===== config.mk =====
export PLATFORM = sky130hd
export DESIGN_NAME = lsu_stage_flat
export DESIGN_NICKNAME = d
export VERILOG_FILES = /design/src/rtl/lsu_stage_if.sv /design/src/rtl/lsu_stage.sv /design/src/flat_wrapper.sv
export SDC_FILE = /design/constraint.sdc
export NUM_CORES = 1
export LEC_CHECK = 0
export ABC_AREA = 0
export CELL_PAD_IN_SITES_DETAIL_PLACEMENT = 0
export CELL_PAD_IN_SITES_GLOBAL_PLACEMENT = 2
export CORE_MARGIN = 2
export CORE_UTILIZATION = 25
export CTS_BUF_LIST = sky130_fd_sc_hd__clkbuf_8
export CTS_CLUSTER_DIAMETER = 100
export DETAILED_ROUTE_END_ITERATION = 6
export GPL_TIMING_DRIVEN = 0
export PLACE_DENSITY_LB_ADDON = 0.1
export SETUP_SLACK_MARGIN = 0.15
export SLEW_MARGIN = 20
export SYNTH_ARGS = -nofsm -noshare
export SYNTH_HDL_FRONTEND = slang
export SYNTH_SLANG_ARGS = --single-unit

===== constraint.sdc =====
create_clock -name clk -period 5.2 [get_ports clk]
set_clock_uncertainty 0.1 [all_clocks]
set_input_delay 0.52 -clock clk [delete_from_list [all_inputs] [get_ports clk]]
set_output_delay 0.52 -clock clk [all_outputs]
set_load 0.01 [all_outputs]

===== src/rtl/lsu_stage_if.sv =====
// EX request, RAM access and writeback signals of the load/store unit.
// The LSU takes the slave view; the execute/ram/writeback environment takes the master view.
interface lsu_stage_if;
  logic        ex_valid;
  logic        ex_ready;
  logic [7:0]  ex_opcode;
  logic [63:0] ex_addr;
  logic [63:0] ex_wdata;
  logic [4:0]  ex_rd;

  logic [7:0]  inst_opcode;
  logic [63:0] mem_addr;
  logic        mem_w_ena;
  logic [63:0] mem_w_data;
  logic        mem_r_ena;
  logic [63:0] mem_r_data;

  logic        wb_valid;
  logic        wb_ready;
  logic [4:0]  wb_rd;
  logic        wb_wen;
  logic [63:0] wb_data;
  logic        wb_misalign;

  modport slave (
    input  ex_valid, ex_opcode, ex_addr, ex_wdata, ex_rd,
    input  mem_r_data, wb_ready,
    output ex_ready, inst_opcode, mem_addr, mem_w_ena, mem_w_data, mem_r_ena,
    output wb_valid, wb_rd, wb_wen, wb_data, wb_misalign
  );

  modport master (
    output ex_valid, ex_opcode, ex_addr, ex_wdata, ex_rd,
    output mem_r_data, wb_ready,
    input  ex_ready, inst_opcode, mem_addr, mem_w_ena, mem_w_data, mem_r_ena,
    input  wb_valid, wb_rd, wb_wen, wb_data, wb_misalign
  );
endinterface


===== src/rtl/lsu_stage.sv =====
// Load/store unit between EX and ram: one request in flight, sign-extends loads,
// flags misaligned/out-of-range accesses and hands results to writeback.
module lsu_stage #(
  parameter int unsigned RD_LATENCY = 1,
  parameter logic [63:0] PC_START   = 64'h0000_0000_8000_0000
) (
  input logic        clk,
  input logic        rst,
  lsu_stage_if.slave bus
);

  localparam logic [7:0] INST_LB  = 8'h11;
  localparam logic [7:0] INST_LH  = 8'h12;
  localparam logic [7:0] INST_LW  = 8'h13;
  localparam logic [7:0] INST_LD  = 8'h14;
  localparam logic [7:0] INST_LBU = 8'h15;
  localparam logic [7:0] INST_LHU = 8'h16;
  localparam logic [7:0] INST_LWU = 8'h17;
  localparam logic [7:0] INST_SB  = 8'h21;
  localparam logic [7:0] INST_SH  = 8'h22;
  localparam logic [7:0] INST_SW  = 8'h23;
  localparam logic [7:0] INST_SD  = 8'h24;

  typedef enum logic [1:0] {IDLE, REQ, WAIT, RESP} state_t;

  state_t      state_q, state_d;
  logic [7:0]  op_q;
  logic [63:0] addr_q;
  logic [63:0] wdata_q;
  logic [3:0]  cnt_q;
  logic [4:0]  rd_q;
  logic        wen_q;
  logic        mis_q;
  logic [63:0] data_q;

  logic        ex_ready;
  logic [7:0]  inst_opcode;
  logic [63:0] mem_addr;
  logic        mem_w_ena;
  logic [63:0] mem_w_data;
  logic        mem_r_ena;
  logic        wb_valid;

  logic        accept;
  logic        in_load;
  logic        in_store;
  logic        in_mem;
  logic        in_mis;

  function automatic logic is_load_op(input logic [7:0] op);
    return op inside {INST_LB, INST_LH, INST_LW, INST_LD, INST_LBU, INST_LHU, INST_LWU};
  endfunction

  function automatic logic is_store_op(input logic [7:0] op);
    return op inside {INST_SB, INST_SH, INST_SW, INST_SD};
  endfunction

  function automatic logic misaligned(input logic [7:0] op, input logic [63:0] addr);
    logic m;
    m = (addr < PC_START);
    unique case (op)
      INST_LD, INST_SD:           if (addr[2:0] != 3'b000) m = 1'b1;
      INST_LW, INST_LWU, INST_SW: if (addr[1:0] != 2'b00)  m = 1'b1;
      INST_LH, INST_LHU, INST_SH: if (addr[0])             m = 1'b1;
      default:                    ;
    endcase
    return m;
  endfunction

  // ram returns lane-selected, zero-extended data; only the signed loads need work
  function automatic logic [63:0] extend(input logic [7:0] op, input logic [63:0] d);
    logic [63:0] r;
    unique case (op)
      INST_LB:  r = {{56{d[7]}},  d[7:0]};
      INST_LH:  r = {{48{d[15]}}, d[15:0]};
      INST_LW:  r = {{32{d[31]}}, d[31:0]};
      INST_LBU: r = {56'b0, d[7:0]};
      INST_LHU: r = {48'b0, d[15:0]};
      INST_LWU: r = {32'b0, d[31:0]};
      default:  r = d;
    endcase
    return r;
  endfunction

  assign accept   = bus.ex_valid && (state_q == IDLE);
  assign in_load  = is_load_op(bus.ex_opcode);
  assign in_store = is_store_op(bus.ex_opcode);
  assign in_mem   = in_load || in_store;
  // pass-through ops carry no address, so the range/alignment check is for memory ops only
  assign in_mis   = in_mem && misaligned(bus.ex_opcode, bus.ex_addr);

  always_ff @(posedge clk) begin
    if (rst) state_q <= IDLE;
    else     state_q <= state_d;
  end

  always_comb begin
    state_d     = state_q;
    ex_ready    = 1'b0;
    inst_opcode = '0;
    mem_addr    = '0;
    mem_w_ena   = 1'b0;
    mem_w_data  = '0;
    mem_r_ena   = 1'b0;
    wb_valid    = 1'b0;
    unique case (state_q)
      IDLE: begin
        ex_ready = 1'b1;
        if (bus.ex_valid) state_d = (in_mem && !in_mis) ? REQ : RESP;
      end
      REQ: begin
        inst_opcode = op_q;
        mem_addr    = addr_q;
        if (is_store_op(op_q)) begin
          mem_w_ena  = 1'b1;
          mem_w_data = wdata_q;
          state_d    = RESP;
        end else begin
          mem_r_ena = 1'b1;
          state_d   = WAIT;
        end
      end
      WAIT: begin
        inst_opcode = op_q;
        mem_addr    = addr_q;
        mem_r_ena   = 1'b1;
        if (cnt_q == 4'd0) state_d = RESP;
      end
      RESP: begin
        wb_valid = 1'b1;
        if (bus.wb_ready) state_d = IDLE;
      end
    endcase
  end

  always_ff @(posedge clk) begin
    if (rst) begin
      op_q    <= '0;
      addr_q  <= '0;
      wdata_q <= '0;
      cnt_q   <= '0;
      rd_q    <= '0;
      wen_q   <= 1'b0;
      mis_q   <= 1'b0;
      data_q  <= '0;
    end else begin
      if (accept) begin
        op_q    <= bus.ex_opcode;
        addr_q  <= bus.ex_addr;
        wdata_q <= bus.ex_wdata;
        rd_q    <= bus.ex_rd;
        mis_q   <= in_mis;
        wen_q   <= !in_mis && !in_store && (bus.ex_rd != 5'd0);
        data_q  <= in_mem ? '0 : bus.ex_wdata;
      end
      if (state_q == REQ)
        cnt_q <= 4'(RD_LATENCY - 1);
      else if (state_q == WAIT && cnt_q != 4'd0)
        cnt_q <= cnt_q - 4'd1;
      if (state_q == WAIT && cnt_q == 4'd0)
        data_q <= extend(op_q, bus.mem_r_data);
    end
  end

  assign bus.ex_ready    = ex_ready;
  assign bus.inst_opcode = inst_opcode;
  assign bus.mem_addr    = mem_addr;
  assign bus.mem_w_ena   = mem_w_ena;
  assign bus.mem_w_data  = mem_w_data;
  assign bus.mem_r_ena   = mem_r_ena;
  assign bus.wb_valid    = wb_valid;
  assign bus.wb_rd       = rd_q;
  assign bus.wb_wen      = wen_q;
  assign bus.wb_data     = data_q;
  assign bus.wb_misalign = mis_q;

endmodule

===== src/flat_wrapper.sv =====
// flat-port wrapper written by rule: the top's interface ports become plain ports
module lsu_stage_flat 
#(
  parameter int unsigned RD_LATENCY = 1,
  parameter logic [63:0] PC_START   = 64'h0000_0000_8000_0000
)
  (clk, rst, bus_ex_valid, bus_ex_opcode, bus_ex_addr, bus_ex_wdata, bus_ex_rd, bus_mem_r_data, bus_wb_ready, bus_ex_ready, bus_inst_opcode, bus_mem_addr, bus_mem_w_ena, bus_mem_w_data, bus_mem_r_ena, bus_wb_valid, bus_wb_rd, bus_wb_wen, bus_wb_data, bus_wb_misalign);
  lsu_stage_if bus_i ();
  input logic clk;
  input logic rst;
  input wire logic [$bits(bus_i.ex_valid)-1:0] bus_ex_valid;
  input wire logic [$bits(bus_i.ex_opcode)-1:0] bus_ex_opcode;
  input wire logic [$bits(bus_i.ex_addr)-1:0] bus_ex_addr;
  input wire logic [$bits(bus_i.ex_wdata)-1:0] bus_ex_wdata;
  input wire logic [$bits(bus_i.ex_rd)-1:0] bus_ex_rd;
  input wire logic [$bits(bus_i.mem_r_data)-1:0] bus_mem_r_data;
  input wire logic [$bits(bus_i.wb_ready)-1:0] bus_wb_ready;
  output wire logic [$bits(bus_i.ex_ready)-1:0] bus_ex_ready;
  output wire logic [$bits(bus_i.inst_opcode)-1:0] bus_inst_opcode;
  output wire logic [$bits(bus_i.mem_addr)-1:0] bus_mem_addr;
  output wire logic [$bits(bus_i.mem_w_ena)-1:0] bus_mem_w_ena;
  output wire logic [$bits(bus_i.mem_w_data)-1:0] bus_mem_w_data;
  output wire logic [$bits(bus_i.mem_r_ena)-1:0] bus_mem_r_ena;
  output wire logic [$bits(bus_i.wb_valid)-1:0] bus_wb_valid;
  output wire logic [$bits(bus_i.wb_rd)-1:0] bus_wb_rd;
  output wire logic [$bits(bus_i.wb_wen)-1:0] bus_wb_wen;
  output wire logic [$bits(bus_i.wb_data)-1:0] bus_wb_data;
  output wire logic [$bits(bus_i.wb_misalign)-1:0] bus_wb_misalign;
  assign bus_i.ex_valid = bus_ex_valid;
  assign bus_i.ex_opcode = bus_ex_opcode;
  assign bus_i.ex_addr = bus_ex_addr;
  assign bus_i.ex_wdata = bus_ex_wdata;
  assign bus_i.ex_rd = bus_ex_rd;
  assign bus_i.mem_r_data = bus_mem_r_data;
  assign bus_i.wb_ready = bus_wb_ready;
  assign bus_ex_ready = bus_i.ex_ready;
  assign bus_inst_opcode = bus_i.inst_opcode;
  assign bus_mem_addr = bus_i.mem_addr;
  assign bus_mem_w_ena = bus_i.mem_w_ena;
  assign bus_mem_w_data = bus_i.mem_w_data;
  assign bus_mem_r_ena = bus_i.mem_r_ena;
  assign bus_wb_valid = bus_i.wb_valid;
  assign bus_wb_rd = bus_i.wb_rd;
  assign bus_wb_wen = bus_i.wb_wen;
  assign bus_wb_data = bus_i.wb_data;
  assign bus_wb_misalign = bus_i.wb_misalign;
  lsu_stage #(.RD_LATENCY(RD_LATENCY), .PC_START(PC_START)) u_core (.clk(clk), .rst(rst), .bus(bus_i));
endmodule

# After elaboration in Yosys (flattened, before gate mapping)

Cells that the tools add are included.

Input port bits: 209
Output and inout port bits: 211
Word-level logic and storage cells: 88
Register bits: 213

Multiplexer cells: 24
$add $sub $neg: 1
$lt $le $gt $ge: 1
Eq/ne operators: 27
Reductions and logical operators: 26

Operators with widths:

| cell                                                                            | count |
|---|---|
| 64-bit two-way mux                                                              | 6 |
| 64-bit case mux with 6 select lines                                             | 1 |
| 8-bit by 5-bit == test with 1-bit output (second input constant)                | 13 |
| 8-bit by 6-bit == test with 1-bit output (second input constant)                | 8 |
| 64-bit by 32-bit less-than comparator with 1-bit output (second input constant) | 1 |
| 4-bit nonzero test                                                              | 3 |
| 1-bit two-way mux                                                               | 9 |
| 2-bit two-way mux                                                               | 4 |
| 8-bit two-way mux                                                               | 1 |
| 2-bit case mux with 4 select lines                                              | 1 |
| 1-bit logical AND                                                               | 7 |
| 7-bit nonzero test                                                              | 1 |
| 2-bit OR reduction                                                              | 3 |
| 3-bit OR reduction                                                              | 2 |
| 5-bit nonzero test                                                              | 1 |
| 2-bit == test (second input constant)                                           | 2 |
| 4-bit logical NOT                                                               | 1 |
| 2-bit inequality test (second input constant)                                   | 2 |
| 2-bit nonzero test                                                              | 2 |
| 4-bit by 1-bit subtractor with 4-bit output (second input constant)             | 1 |
| 1-bit case mux with 3 select lines                                              | 1 |
| 3-bit AND reduction                                                             | 1 |
| 3-bit nonzero test                                                              | 1 |
| 2-bit by 1-bit == test with 1-bit output (second input constant)                | 1 |
| other kinds (5)                                                                 | 6 |

# Longest topological paths before layout

Gate-level depths: netlist (run 1).

Word-level depth: 9
Mapped depth: 10
Gate-level depth less buffers: 7

# Worst setup path after synthesis (run 1)

No wires, ideal clock.

Path kind: register to output
From: register u_core.op_q[2]
To: output bus_mem_w_data[14]
Data required time: 4580 ps
Cell stages (with the launch flop): 7
Arrival time: 1547 ps
Setup slack: 3033 ps
Path buffers: 3
Cells stage by stage: dfxtp_1 > clkbuf_1 > xnor2_1 > and4_1 > clkbuf_1 > clkbuf_1 > and2_1

Longest elaborated chain between the ends: 4
Elaborated cells between the ends (all ways): 7
Those cells by class: eq/ne (4); mux (2); reduce/logical (1)

RTL lines:

| item                                     | line               | RTL |
|---|---|---|
| start: declaration                       | lsu_stage.sv:27    | `logic [7:0] op_q;` |
| start signal: assignment                 | lsu_stage.sv:148   | `op_q <= bus.ex_opcode;` |
| 8-bit by 6-bit == test with 1-bit output | lsu_stage.sv:55    | `return op inside {INST_SB, INST_SH, INST_SW, INST_SD};` |
| 4-bit nonzero test *                     | lsu_stage.sv:55    |  |
| 64-bit two-way mux *                     | lsu_stage.sv:114   | `if (is_store_op(op_q)) begin` |
| 64-bit two-way mux *                     | lsu_stage.sv:106   | `unique case (state_q)` |
| end: declaration                         | flat_wrapper.sv:22 | `output wire logic [$bits(bus_i.mem_w_data)-1:0] bus_mem_w_data;` |

Mark *: on every way between the ends. The rest lies on a longest branch, timed or not.

# Final worst setup path (run 1)

From: register u_core.op_q[2]
To: output bus_mem_w_data[51]

The elaborated chain is that of the path after synthesis.

==> run metrics, run 1 <==
number of gates resized after CTS=0; yosys warns=0; met1 wire length=17.31 mm; most frequent cells after synthesis=nand2_1, dfxtp_1, a21oi_1; Syn Inst Count=about 1,200; sequential cell area fraction in the yosys report=0.4626; Worst-Margin Slew=0.8615 ns; CTS root buf=clkbuf_8; critical path arrival=3.49 ns; first-pass GRT wire length=60.39 mm; initial core utilization=0.2530; hold_ws=0.3462 ns; Slew Limit Fails=0; final worst setup slack=1.088 ns; DR vias=9,871; final hold vios=0; Area Growth Syn to Fin=59.66%; Final period util=0.7907; status=complete, no violations; Avg Inst Size Synth=about 7.8 µm²; mapped cell area=9218 µm²; dpl ws=1.559 ns; antenna violations before repair=3; Max-Cap Viols=0; post-route ant nets=0; clk slew on worst S/H paths=around 0.060 ns; Buf/Inv on CP=4; I/O pin cnt=420; worst min path class=reg2reg; CP Cell Sequence=clkbuf_1, xnor2_1, and4_1, clkbuf_1, clkbuf_1, and2_1, clkdlybuf4s50_1; nets=1,860; post-route insts no fill=2,139; vias per inst=4.615; critical path launch point type=flip-flop; Final GP Congestion=0.7931; CTS Hold Bufs=0; CTS max path bufs=3; library cells used by synthesis=55; RSZ-0062 raised after global routing=false; Slew HR=0.4257; die height=between 150 and 200 µm; Top Layer Used=met5; pwr dens=~440 nW/µm²; worst reg-to-reg setup slack=2.20 ns; 1st-iter DRT viols=309; TritonCTS Buffers=41; placed cell count=around 2,100; setup repair bufs after CTS=0; CTS Sinks=213; width of the die=196.0 µm; gr ovfl total=0; CP required=around 4.6 ns; Achievable Freq=243.2 MHz; vias in the first global route=around 10,000; crit-path max FO=10; Routed WL per cell=18.90 µm; wire length on met3=3.150 mm; Routed WL=40.43 mm; syn nets=1,398; Synth area leader=dfxtp_1; die area=38,420 µm²; fin crit period=about 4.1 ns; FFs w/ async S/R, synth=0; Setup CP Type=reg2out; most frequent cell after synthesis=nand2_1; Skew-Pair Late Insertion Delay=0.54 ns; Max stage delay cell, worst path=clkbuf_1; H-tree levels=2; most frequent CP cell=clkbuf_1; Post-synth EDFFs=0; IO Port Bufs=between 400 and 500; dominant cells by area after synthesis=dfxtp_1, nand2_1, a21oi_1, and2_1, clkbuf_1; Final Setup Violations=0; synthesis-stage register bit count=213; Initial DRT Pass Iterations=5; share of cells above drive strength 1=0.03772; DRC errors left=0; met2 wire len=18.82 mm; total global routing track utilization=0.2039; Leakage Power=5.421 nW; worst IR drop on VDD=0.1920 mV; post-DP HPWL=between 30 and 40 mm; Critical Path End Type=primary output; Setup Total Neg Slack=0 ns; largest stage delay on the critical path=0.58 ns; largest net degree at the start of global routing=11; fraction of synthesized cell area taken by the top area cell type=0.4626; Rows=70; Core ar.=approximately 36,000 µm²; Top Family by Delay on Critical Path=buffers and inverters; CTS tree=built; predominant post-synthesis flop cell=dfxtp_1
## layout by cell type, fill, tap and decap left out, drive strengths merged, types with 2 or more instances in the layout
cell             n
clkbuf         132
a211oi           2
o221ai           5
inv             26
ha               5
and3             3
nand4            2
a311oi           3
nor3             9
a22oi           16
o31ai            2
a21oi          188
and2           136
nor2             8
o21ai            4
xnor2            2
clkinv           4
a221o           32
dfxtp          213
buf             10
o211ai           3
nand3           36
nor2b            8
nand2          343
a31oi           26
or2              3
xor2             2
nor4             8
nand2b           2
clkdlybuf4s50  419
## report_power, final
group / leakage, nW / internal (W) / switching, W
Clock: 0.437 / 0.000799 / 0.000726
Sequential: 1.75 / 0.00204 / 0.000207
Combinational: 3.24 / 0.00117 / 0.00154
Total: 5.42 / 0.00401 / 0.00247
## area by class of cell
cell class	count	area (µm²)
Multi-Input combinational cell	866	4521
Inverter	9	33.78
Tap cell	468	585.6
Fill cell	3887	21720
Clock buffer	46	633.1
Buffer	96	399.1
Sequential cell	213	4264
Timing Repair Buffer	419	4194
Clock inverter	21	83.83
Antenna cell	1	2.502
## worst reg2reg max path: stages, from the launching register on
cell,delay (ns)
dfxtp_1,0.37
inv_1,0.10
ha_1,0.29
inv_2,0.07
nor2_1,0.53
clkbuf_1,0.64
clkbuf_1,0.50
nand2_1,0.17
a21oi_1,0.14
## registers in the layout, indices dropped and copies added, names as in the netlist
| name | cells |
|---|---|
| u_core.addr_q | 64 |
| u_core.bus.wb_data | 64 |
| u_core.bus.wb_misalign | 1 |
| u_core.bus.wb_rd | 5 |
| u_core.bus.wb_wen | 1 |
| u_core.cnt_q | 4 |
| u_core.op_q | 8 |
| u_core.state_q | 2 |
| u_core.wdata_q | 64 |
## through the flow
stage                     utilization  instance area (µm²)  total power, W
after detailed placement       0.3842                14000        0.005034
after global placement         0.3842                14000        0.005038
after CTS                      0.4038                14710        0.006603
after floorplan                     -                 9218        0.003617
final                          0.4039                14720        0.006483
after global routing           0.4039                14720        0.006941
## cells by family (layout without fill, tap and decap cells)
group / count (synthesis) / count (layout) / synth area share
other cells: 0 / 1 / 0
compound gates: 294 / 294 / 0.1953
simple gates: 562 / 562 / 0.2833
flops: 213 / 213 / 0.4626
xor+xnor: 4 / 4 / 0.003801
fa+ha+maj: 5 / 5 / 0.006787
mux: 1 / 1 / 0.001222
buf+inv: 105 / 591 / 0.04696
## path summary, 6_finish.rpt
| check | end | cells past startpoint | start |
|---|---|---|---|
| worst min register to register | u_core.wdata_q[19] | 2 | u_core.wdata_q[19] |
| worst max register to register | u_core.wdata_q[0] | 8 | u_core.state_q[1] |
| worst min-delay path | u_core.wdata_q[19] | 2 | u_core.wdata_q[19] |
| worst max-delay path | bus_mem_w_data[51] | 7 | u_core.op_q[2] |
## layer usage
metal  track usage  vias to the layer above
met2        0.3416                      307
met4       0.06678                        4
met5             0                        -
li1              -                     4944
met3       0.06429                       70
met1        0.2482                     4546
Power figures use the tool's default switching activity.
==> run 2, diff against run 1 <==
--- a/config.mk
+++ b/config.mk
@@ -9,7 +9,7 @@
 export CELL_PAD_IN_SITES_DETAIL_PLACEMENT = 0
 export CELL_PAD_IN_SITES_GLOBAL_PLACEMENT = 2
 export CORE_MARGIN = 2
-export CORE_UTILIZATION = 25
+export CORE_UTILIZATION = 21
 export CTS_BUF_LIST = sky130_fd_sc_hd__clkbuf_8
 export CTS_CLUSTER_DIAMETER = 100
 export DETAILED_ROUTE_END_ITERATION = 6
==> constraint.sdc (replaced) <==
create_clock -name clk -period 3.45 [get_ports clk]
set_clock_uncertainty 0.1 [all_clocks]
set_input_delay 0.345 -clock clk [delete_from_list [all_inputs] [get_ports clk]]
set_output_delay 0.345 -clock clk [all_outputs]
set_load 0.01 [all_outputs]
==> run metrics, run 2 (same netlist as run 1, synthesis figures left out) <==
CTS tree=built (unchanged); post-layout util=0.3478 (was 0.4039); width of the die=213.5 µm (was 196.0 µm); Top Family by Delay on Critical Path=buffers and inverters (unchanged); Max-Cap Viols=0 (unchanged); 1st-iter DRT viols=467 (was 309); Rows=76 (was 70); switch share=0.3837 (was 0.3817); pwr dens=674.6 nW/µm² (was 440.5 nW/µm²); Max stage delay cell, worst path=clkdlybuf4s50_1 (was clkbuf_1); total global routing track utilization=0.1890 (was 0.2039); RSZ-0062 raised after global routing=true (was false); gr ovfl total=0 (unchanged); DRC errors left=0 (unchanged); fill cell count=4,665 (was 3,887); setup repair bufs after CTS=0 (unchanged); Core ar.=43,170 µm² (was 36,430 µm²); critical path launch point type=flip-flop (unchanged); Leakage Power=5.623 nW (was 5.421 nW); vias in the first global route=10,070 (was 9,975); Multi-input gate area=4542 µm² (was 4521 µm²); Final GP Congestion=0.7895 (was 0.7931); worst reg-to-reg setup slack=0.50 ns (was 2.20 ns); I/O pin cnt=420 (unchanged); Setup CP Type=reg2out (unchanged); first-pass GRT wire length=64.21 mm (was 60.39 mm); clk slew on worst S/H paths=0.06 ns (about the same); R2R Path End=u_core.wdata_q[25] (was u_core.wdata_q[0]); Worst-Margin Slew=0.9900 ns (was 0.8615 ns); Skew-Pair Late Insertion Delay=0.60 ns (was 0.54 ns); crit-path max FO=10 (unchanged); final hold vios=0 (unchanged); H-tree levels=2 (unchanged); Area Growth Syn to Fin=62.92% (was 59.66%); die area=45,580 µm² (was 38,420 µm²); IO Port Bufs=419 (unchanged); Design Area, Final=15,020 µm² (was 14,720 µm²); Slew HR=0.3349 (was 0.4257); leading cell type in the layout, fill and taps excluded=clkdlybuf4s50_1 (unchanged); CTS max path bufs=3 (unchanged); fin crit period=3.209 ns; antenna violations before repair=2 (was 3); initial core utilization=0.2135 (was 0.2530); Buf/Inv on CP=4 (unchanged); Clk pwr share=0.250 (was 0.235); CTS root buf=clkbuf_8 (unchanged); Final Setup Violations=0 (unchanged); CTS Sinks=213 (unchanged); critical path arrival=2.76 ns (was 3.49 ns); Routed WL per cell=19.63 µm (was 18.90 µm); CP Cell Sequence=inv_1, ha_2, and4_4, clkbuf_8, clkbuf_4, and2_1, clkdlybuf4s50_1 (was clkbuf_1, xnor2_1, and4_1, clkbuf_1, clkbuf_1, and2_1, clkdlybuf4s50_1); Routed WL=44.30 mm (was 40.43 mm); Initial DRT Pass Iterations=5 (unchanged); Critical Path End Type=primary output (unchanged); DR vias=9,997 (was 9,871); nets=1,862 (was 1,860); Final period util=0.9303; combinational share of power=0.415 (was 0.418); largest stage delay on the critical path=0.55 ns (was 0.58 ns); Worst Reg-to-Reg Cells=8 (unchanged); largest net degree at the start of global routing=11 (unchanged); internal power=0.006243 W (was 0.004009 W); register area=4267 µm² (was 4264 µm²); post-DP HPWL=33.32 mm (was 30.79 mm); most frequent cells in the layout=clkdlybuf4s50_1, nand2_1, dfxtp_1 (unchanged); Flop pwr share=0.335 (was 0.346); worst IR drop on VDD=0.2358 mV (was 0.1920 mV); post-route ant nets=0 (unchanged); CP required=3.00 ns (was 4.58 ns); Worst Hold End=u_core.addr_q[19] (was u_core.wdata_q[19]); status=complete, no violations (unchanged); Setup Total Neg Slack=0 ns (unchanged); Hold Path Depth=3 (was 2); Achievable Freq=between 300 and 400 MHz; die height=213.5 µm (was 196.0 µm); NetSw=0.003887 W (was 0.002475 W); TritonCTS Buffers=43 (was 41); vias per inst=4.429 (was 4.615); Slew Limit Fails=0 (unchanged); share of cells above drive strength 1=0.05386 (was 0.03772); HP Start=bus_ex_addr[19] (was u_core.wdata_q[19]); CTS Hold Bufs=0 (unchanged); dpl cell area=14,140 µm² (was 14,000 µm²); worst reg2reg path startpoint=u_core.state_q[1] (unchanged); worst min path class=in2reg (was reg2reg)
run 2: cell types whose count changed in the layout (fill, tap and decap cells not counted), moves of 4 or more:
cell,before,now
clkbuf_1,86,70
clkbuf_2,0,8
clkbuf_4,0,5
clkbuf_8,46,54
clkdlybuf4s50_1,419,413
dlymetal6s2s_1,0,6
inv_1,25,21
run 2: final cells by class:
class	count	share of cell area
diodes	1	0.0001666
plain buffers	96	0.02950
clock buffers	53	0.04858
clock inverters	15	0.003916
inverters	9	0.002250
multi-input cells	866	0.3024
flip-flops and latches	213	0.2841
well taps	585	0.04874
repair buffers	419	0.2803
run 2: repair_timing:
| item | CTS | global route |
|---|---|---|
| pin swaps | 0 | 1 |
| endpoints found under the setup margin | 128 | 112 |
| resized for setup | 21 | 26 |
run 2: tightest hold or removal path: stages:
cell	delay (ns)
clkdlybuf4s50_1	0.39
nand2_1	0.05
a21oi_1	0.05
run 2: worst max-delay path by stage:
stage / cells after the start / slack [ns] / to / start
2_1_floorplan: 10 / 1.34 / u_core.bus.wb_data[33] / u_core.cnt_q[0]
3_3_place_gp: 7 / -0.16 / bus_mem_w_data[45] / u_core.op_q[2]
3_5_place_dp: 7 / -0.16 / bus_mem_w_data[45] / u_core.op_q[2]
4_1_cts: 7 / 0.05 / bus_mem_w_data[41] / u_core.state_q[1]
5_1_grt: 7 / 0.1 / bus_mem_w_data[41] / u_core.state_q[1]
6_report: 7 / 0.24 / bus_mem_w_data[42] / u_core.state_q[1]
run 2: power by group through the flow:
stage / sequential [W] / combinational [W] / clock (W)
global route: 0.00347 / 0.00463 / 0.00277
finish: 0.00340 / 0.00420 / 0.00253
detailed placement: 0.00344 / 0.00423 / 0
CTS: 0.00340 / 0.00427 / 0.00266
global placement: 0.00343 / 0.00425 / 0
floorplan: 0.00351 / 0.00194 / 0
run 2: per-stage QoR:
step                      cells  setup slack (ns)  total power, W  hold WS [ns]
final                      2257            0.2406         0.01013        0.2051
after CTS                  2256           0.05190         0.01033        0.1408
after floorplan            1184             1.342        0.005452        0.3317
after detailed placement   2188           -0.1621        0.007668        0.3418
after global routing       2256           0.09751         0.01088        0.1516
after global placement     2188           -0.1565        0.007675        0.3373
run 2: metal layers:
layer  global-route usage  share of wire  vias to the layer above
li1                     -              -                     4952
met1               0.2307           0.42                     4706
met2               0.3150           0.48                      282
met3              0.06722          0.078                       53
met4              0.04957          0.020                        4
met5                    0        0.00056                        -
